===== src/rtl/whack_round_ctrl_pkg.sv =====
// Shared definitions for the whack-a-mole round controller.
//   state_t      : FSM state encoding, also exported on o_state
//   POS_NONE     : mole position code meaning "no mole"
//   *_DEF        : default parameter values for the top level
//   pos_onehot() : maps a position code to a 5-bit lit-hole vector
package whack_round_ctrl_pkg;

    typedef enum logic [1:0] {
        ST_IDLE     = 2'd0,
        ST_WAIT_POS = 2'd1,
        ST_ACTIVE   = 2'd2,
        ST_OVER     = 2'd3
    } state_t;

    localparam logic [2:0] POS_NONE        = 3'd5;
    localparam int         START_LIVES_DEF = 3;
    localparam int         SCORE_MAX_DEF   = 99;

    // Codes 5..7 light nothing.
    function automatic logic [4:0] pos_onehot(input logic [2:0] pos);
        logic [4:0] r;
        case (pos)
            3'd0:    r = 5'b00001;
            3'd1:    r = 5'b00010;
            3'd2:    r = 5'b00100;
            3'd3:    r = 5'b01000;
            3'd4:    r = 5'b10000;
            default: r = 5'b00000;
        endcase
        return r;
    endfunction

endpackage


===== src/rtl/whack_round_ctrl_btn_edge.sv =====
// Registered rising-edge detector for the button levels.
//   i_clk, i_rst : clock and synchronous active-high reset
//   i_btn        : debounced button levels
//   o_rise       : one-cycle pulse per bit, one cycle after the level rises
// A held button yields a single pulse; history is cleared on reset.
module btn_edge #(
    parameter int W = 5
) (
    input  logic         i_clk,
    input  logic         i_rst,
    input  logic [W-1:0] i_btn,
    output logic [W-1:0] o_rise
);

    logic [W-1:0] hist_q;
    logic [W-1:0] hist_d;
    logic [W-1:0] rise_q;
    logic [W-1:0] rise_d;

    always_comb begin
        hist_d = i_btn;
        rise_d = i_btn & ~hist_q;
    end

    always_ff @(posedge i_clk) begin
        if (i_rst) begin
            hist_q <= '0;
            rise_q <= '0;
        end else begin
            hist_q <= hist_d;
            rise_q <= rise_d;
        end
    end

    assign o_rise = rise_q;

endmodule


===== src/rtl/whack_round_ctrl.sv =====
// Round controller for a five-hole whack-a-mole game.
//   i_clk, i_rst        : clock and synchronous active-high reset
//   i_start             : start/restart request (honoured in IDLE/OVER)
//   i_btn[4:0]          : debounced button levels, bit n = hole n
//   i_mole_position     : position from the generator, 5 = none
//   i_position_changed  : generator has a new position this cycle
//   o_change_position   : one-cycle request for a new position
//   o_mole_onehot       : lit hole while a mole is active
//   o_score, o_lives    : saturating score, remaining lives
//   o_game_over, o_state: OVER flag and raw FSM state
// Every output comes straight from a flop.
module whack_round_ctrl
    import whack_round_ctrl_pkg::*;
#(
    parameter int START_LIVES = START_LIVES_DEF,
    parameter int SCORE_MAX   = SCORE_MAX_DEF
) (
    input  logic       i_clk,
    input  logic       i_rst,
    input  logic       i_start,
    input  logic [4:0] i_btn,
    input  logic [2:0] i_mole_position,
    input  logic       i_position_changed,
    output logic       o_change_position,
    output logic [4:0] o_mole_onehot,
    output logic [6:0] o_score,
    output logic [1:0] o_lives,
    output logic       o_game_over,
    output logic [1:0] o_state
);

    localparam logic [1:0] LIVES_INIT = 2'(START_LIVES);
    localparam logic [6:0] SCORE_TOP  = 7'(SCORE_MAX);

    logic [4:0] press;

    btn_edge #(.W(5)) u_btn_edge (
        .i_clk  (i_clk),
        .i_rst  (i_rst),
        .i_btn  (i_btn),
        .o_rise (press)
    );

    state_t     state_q, state_d;
    logic [2:0] pos_q, pos_d;
    logic [6:0] score_q, score_d;
    logic [1:0] lives_q, lives_d;
    logic       chg_q, chg_d;
    logic [4:0] onehot_q, onehot_d;
    logic       over_q, over_d;

    logic [4:0] target;
    logic       hit;
    logic       miss;

    always_comb begin
        target = pos_onehot(pos_q);
        // A hit needs the latched hole and nothing else in the same cycle.
        hit    = (press != 5'b0) && (press == target);
        miss   = (press != 5'b0) && !hit;

        state_d = state_q;
        pos_d   = pos_q;
        score_d = score_q;
        lives_d = lives_q;
        chg_d   = 1'b0;

        case (state_q)
            ST_IDLE, ST_OVER: begin
                if (i_start) begin
                    score_d = '0;
                    lives_d = LIVES_INIT;
                    chg_d   = 1'b1;
                    pos_d   = POS_NONE;
                    state_d = ST_WAIT_POS;
                end
            end
            ST_WAIT_POS: begin
                if (i_position_changed && (i_mole_position < POS_NONE)) begin
                    pos_d   = i_mole_position;
                    state_d = ST_ACTIVE;
                end
            end
            ST_ACTIVE: begin
                if (hit) begin
                    // Hit outranks a simultaneous generator update.
                    if (score_q < SCORE_TOP) begin
                        score_d = score_q + 7'd1;
                    end
                    chg_d   = 1'b1;
                    pos_d   = POS_NONE;
                    state_d = ST_WAIT_POS;
                end else if (miss || i_position_changed) begin
                    // Miss and escape together still cost a single life.
                    if (lives_q != 2'd0) begin
                        lives_d = lives_q - 2'd1;
                    end
                    if (lives_q <= 2'd1) begin
                        pos_d   = POS_NONE;
                        state_d = ST_OVER;
                    end else if (i_position_changed) begin
                        if (i_mole_position < POS_NONE) begin
                            pos_d = i_mole_position;
                        end else begin
                            pos_d   = POS_NONE;
                            state_d = ST_WAIT_POS;
                        end
                    end
                end
            end
            default: state_d = ST_IDLE;
        endcase

        // Derived from the next state so the display moves with the FSM.
        onehot_d = (state_d == ST_ACTIVE) ? pos_onehot(pos_d) : 5'b0;
        over_d   = (state_d == ST_OVER);
    end

    always_ff @(posedge i_clk) begin
        if (i_rst) begin
            state_q  <= ST_IDLE;
            pos_q    <= POS_NONE;
            score_q  <= '0;
            lives_q  <= LIVES_INIT;
            chg_q    <= 1'b0;
            onehot_q <= '0;
            over_q   <= 1'b0;
        end else begin
            state_q  <= state_d;
            pos_q    <= pos_d;
            score_q  <= score_d;
            lives_q  <= lives_d;
            chg_q    <= chg_d;
            onehot_q <= onehot_d;
            over_q   <= over_d;
        end
    end

    assign o_change_position = chg_q;
    assign o_mole_onehot     = onehot_q;
    assign o_score           = score_q;
    assign o_lives           = lives_q;
    assign o_game_over       = over_q;
    assign o_state           = state_q;

endmodule


===== config.mk =====
export PLATFORM = sky130hd
export DESIGN_NAME = whack_round_ctrl
export DESIGN_NICKNAME = d
export VERILOG_FILES = /design/src/rtl/whack_round_ctrl_pkg.sv /design/src/rtl/whack_round_ctrl_btn_edge.sv /design/src/rtl/whack_round_ctrl.sv
export SDC_FILE = /design/constraint.sdc
export NUM_CORES = 1
export LEC_CHECK = 0
export CAP_MARGIN = 20
export CORE_MARGIN = 10
export CORE_UTILIZATION = 35
export DETAILED_ROUTE_END_ITERATION = 10
export GPL_ROUTABILITY_DRIVEN = 0
export HOLD_SLACK_MARGIN = 0.06
export PLACE_DENSITY = 0.61
export SYNTH_ARGS = -nofsm -noshare
export SYNTH_HDL_FRONTEND = slang
export SYNTH_SLANG_ARGS = --single-unit

===== constraint.sdc =====
create_clock -name i_clk -period 4.9 [get_ports i_clk]
set_input_delay 0.98 -clock i_clk [delete_from_list [all_inputs] [get_ports i_clk]]
set_output_delay 0.98 -clock i_clk [all_outputs]
set_load 0.01 [all_outputs]

==> impl_metrics.ini <==
[outcome]
outcome = complete, no violations

[synth]
async_flop_share = 0
syn_area_um2 = 1680
synthXorXnorAreaFrac = 0.00520
synth-edff-count = 0
yosys.area_share.simple = 0.291
synth-main-ff-cell = dfxtp_1
synthMuxAreaShare = 0.0238
synth_top_family_by_area = simple AND/OR/NAND/NOR gates
synth_compound_area_frac = 0.233
syn-mean-instance-area_um2 = 8.91
seq_area_frac_synth = 0.368
synth_top_cell_area_share = 0.368
synth.largest_area_cell = dfxtp_1
synth_fa_ha_area_frac = 0.0371
synth_commonest_cells = dfxtp_1 (31), nand2_1 (18), nor2_1 (16)
syn_nets = 206
synth_most_common_cell = dfxtp_1
ys_types = 54
ys_warn_count = 0
ys_seq_elements = 31
synth_cells = 189
synth_area_leaders = dfxtp_1 (37%), nor2b_1 (4.8%), nand2b_1 (4.1%)

[timing]
period_share = 0.602
hold_viol = 0
tightest_slew_ns = 0.579
slew-limit-headroom = 0.613
drv_slew = 0
period_needed_ns = 2.95
fin_setup_tns_ns = 0
fin_skew_ns = 0.00717
finalSetupViolations = 0
max_freq_mhz = 339
grt_setup_unrepaired = false
finalWorstSetupSlack_ns = 1.95

[floorplanning]
die_x_um = 89.4
core_um2 = 4690
dieArea_um2 = 7990
fp.dieH_um = 89.4
fp-row-count = 25
initial_core_util = 0.359
io_pins = 30

[cts]
clock_sinks = 31
tritoncts = built
hold_buffers = 0
cts_setup_buffers = 0
clk_latency_ns = 0.28
cts.clk_slew.worst_paths_ns = 0.06
cts_root_buf = clkbuf_8
htree_levels = 2
clockBufferDepth = 2
ctsResizeCount = 0
cts_buffers = 5

[global_routing]
first_global_vias = 1394
track_usage = 0.105
antenna_found_initial = 0
grt_max_degree = 18
grt_first_pass_wirelength_mm = 6.51
gr-total-overflow = 0

[pwr]
p_comb_frac = 0.245
p_switching_uw = 193
p_seq_frac = 0.453
power.total_uw = 625
cellLeakagePower_nw = 0.786
p_clk_frac = 0.303
p_per_area_nw_per_um2 = 301
p_int_uw = 432
p_sw_frac = 0.309
ir_worst_vdd_uv = 128

[detailed_routing]
vias = 1438
wl_mm = 3.91
dr.first_iter.drc_count = 74
drt-wirelength-per-cell_um = 14.3
dr.pass1.iters = 4
ant_nets = 0
vias_per_cell = 5.27
drc = 0

[final_layout]
fill_cells = 486
drive_gt1_frac = 0.0959
nNetsFinal = 235
n_antenna_cell = 0
syn_to_final_growth_pct = 23.4

[setup_path]
rrSetupSlack_ns = 2.21
crit_path_end_kind = flop
critical_path_class = input port to flop
reg2reg_from = o_state[0]
cp.arrival_ns = 3.12
critPathMaxFanout = 6
cp.required_ns = 5.07
reg2reg_depth = 8
r2r-end = o_mole_onehot[1]
start_kind = input port

[place]
dp_hpwl_mm = 2.87
pre_cts_ws_ns = 1.66
io_buffers = 29

[hold_path]
hold_depth = 1
hold_path_end = u_btn_edge.o_rise[1]
holdCritPathClass = flop to flop
min-delay-start = u_btn_edge.hist_q[1]

[job]
drv_cap = 0
[metrics by stage]
| stage | hold WS [ns] | instances | cell area (um2) | util |
|---|---|---|---|---|
| floorplan | 0.367 | 189 | 1680 | - |
| global placement | 0.372 | 265 | 1990 | 0.425 |
| detailed placement | 0.372 | 265 | 1990 | 0.425 |
| CTS | 0.376 | 273 | 2080 | 0.443 |
| global route | 0.394 | 273 | 2080 | 0.443 |
| finish | 0.374 | 273 | 2080 | 0.443 |
[layout by cell type, fill, tap and decap left out, types with 3 or more instances in the layout]
| master | Yosys | layout |
|---|---|---|
| nor2b_1 | 13 | 13 |
| ha_1 | 5 | 5 |
| clkinv_2 | 0 | 3 |
| nand2_1 | 18 | 18 |
| dfxtp_1 | 31 | 31 |
| nand4_1 | 3 | 3 |
| clkbuf_8 | 1 | 5 |
| a31o_1 | 3 | 3 |
| a211oi_1 | 4 | 4 |
| clkdlybuf4s50_1 | 0 | 29 |
| mux2i_1 | 4 | 4 |
| nand2b_1 | 11 | 11 |
| and3_1 | 3 | 3 |
| o21ai_0 | 7 | 7 |
| nor3b_1 | 3 | 3 |
| nor3_1 | 4 | 4 |
| a21oi_1 | 6 | 6 |
| nor2_1 | 16 | 16 |
| a21o_1 | 4 | 4 |
| inv_1 | 6 | 6 |
[worst max-delay path, stage by stage]
cell	delay, ns
clkdlybuf4s50_1	0.51
o21ai_0	0.26
nand2_1	0.14
o22a_1	0.19
or4_1	0.46
a31o_1	0.26
nor4_2	0.33
[metal layers]
| layer | vias up | share of wire | wire (um) | global-route usage |
|---|---|---|---|---|
| li1 | 742 | - | - | - |
| met1 | 648 | 0.47 | 1830 | 0.129 |
| met2 | 39 | 0.44 | 1720 | 0.156 |
| met3 | 9 | 0.068 | 264 | 0.0346 |
| met4 | 0 | 0.025 | 99 | 0.0564 |
| met5 | - | 0 | 0 | 0 |
[flip-flops by register name, summed over array words and instances (netlist names)]
name	cells
o_lives	2
o_score	7
o_mole_onehot	5
pos_q	3
o_change_position	1
o_game_over	1
o_state	2
u_btn_edge.hist_q	5
u_btn_edge.o_rise	5
[cells by family (layout without fill, tap and decap cells)]
family,count (synthesis),count (layout)
AO/OA/AOI/OAI,48,48
XOR/XNOR,1,1
adder cells (fa/ha/maj),5,5
buffers and inverters,13,43
flip-flops,31,31
multiplexers,4,4
AND/OR/NAND/NOR,87,87
[area by class of cell]
class | count | area [um2] | share of cell area
clock inverter | 3 | 15.0 | 0.00722
timing repair buffer | 29 | 290 | 0.140
tap | 54 | 67.6 | 0.0325
clock buffer | 5 | 68.8 | 0.0331
sequential | 31 | 621 | 0.299
inverter | 6 | 22.5 | 0.0108
multi-input combinational | 145 | 993 | 0.478
[how the worst max path moves through the flow]
stage	cells after the start	slack, ns	end	start
after floorplan	6	2.47	o_mole_onehot[4]	i_mole_position[1]
after detailed placement	7	1.66	o_mole_onehot[4]	i_mole_position[0]
after global routing	7	1.78	o_mole_onehot[1]	i_mole_position[0]
final	7	1.95	o_mole_onehot[4]	i_mole_position[0]
after CTS	6	1.94	o_mole_onehot[4]	i_position_changed
after global placement	7	1.64	o_mole_onehot[4]	i_mole_position[0]
[power groups by stage]
| stage | Combinational, mW | Sequential (mW) | Clock (mW) |
|---|---|---|---|
| finish | 0.153 | 0.283 | 0.189 |
| detailed placement | 0.151 | 0.288 | 0 |
| CTS | 0.153 | 0.283 | 0.199 |
| global route | 0.168 | 0.285 | 0.209 |
| global placement | 0.154 | 0.288 | 0 |
| floorplan | 0.121 | 0.281 | 0 |
No activity file was read; power rests on OpenSTA's default activity.
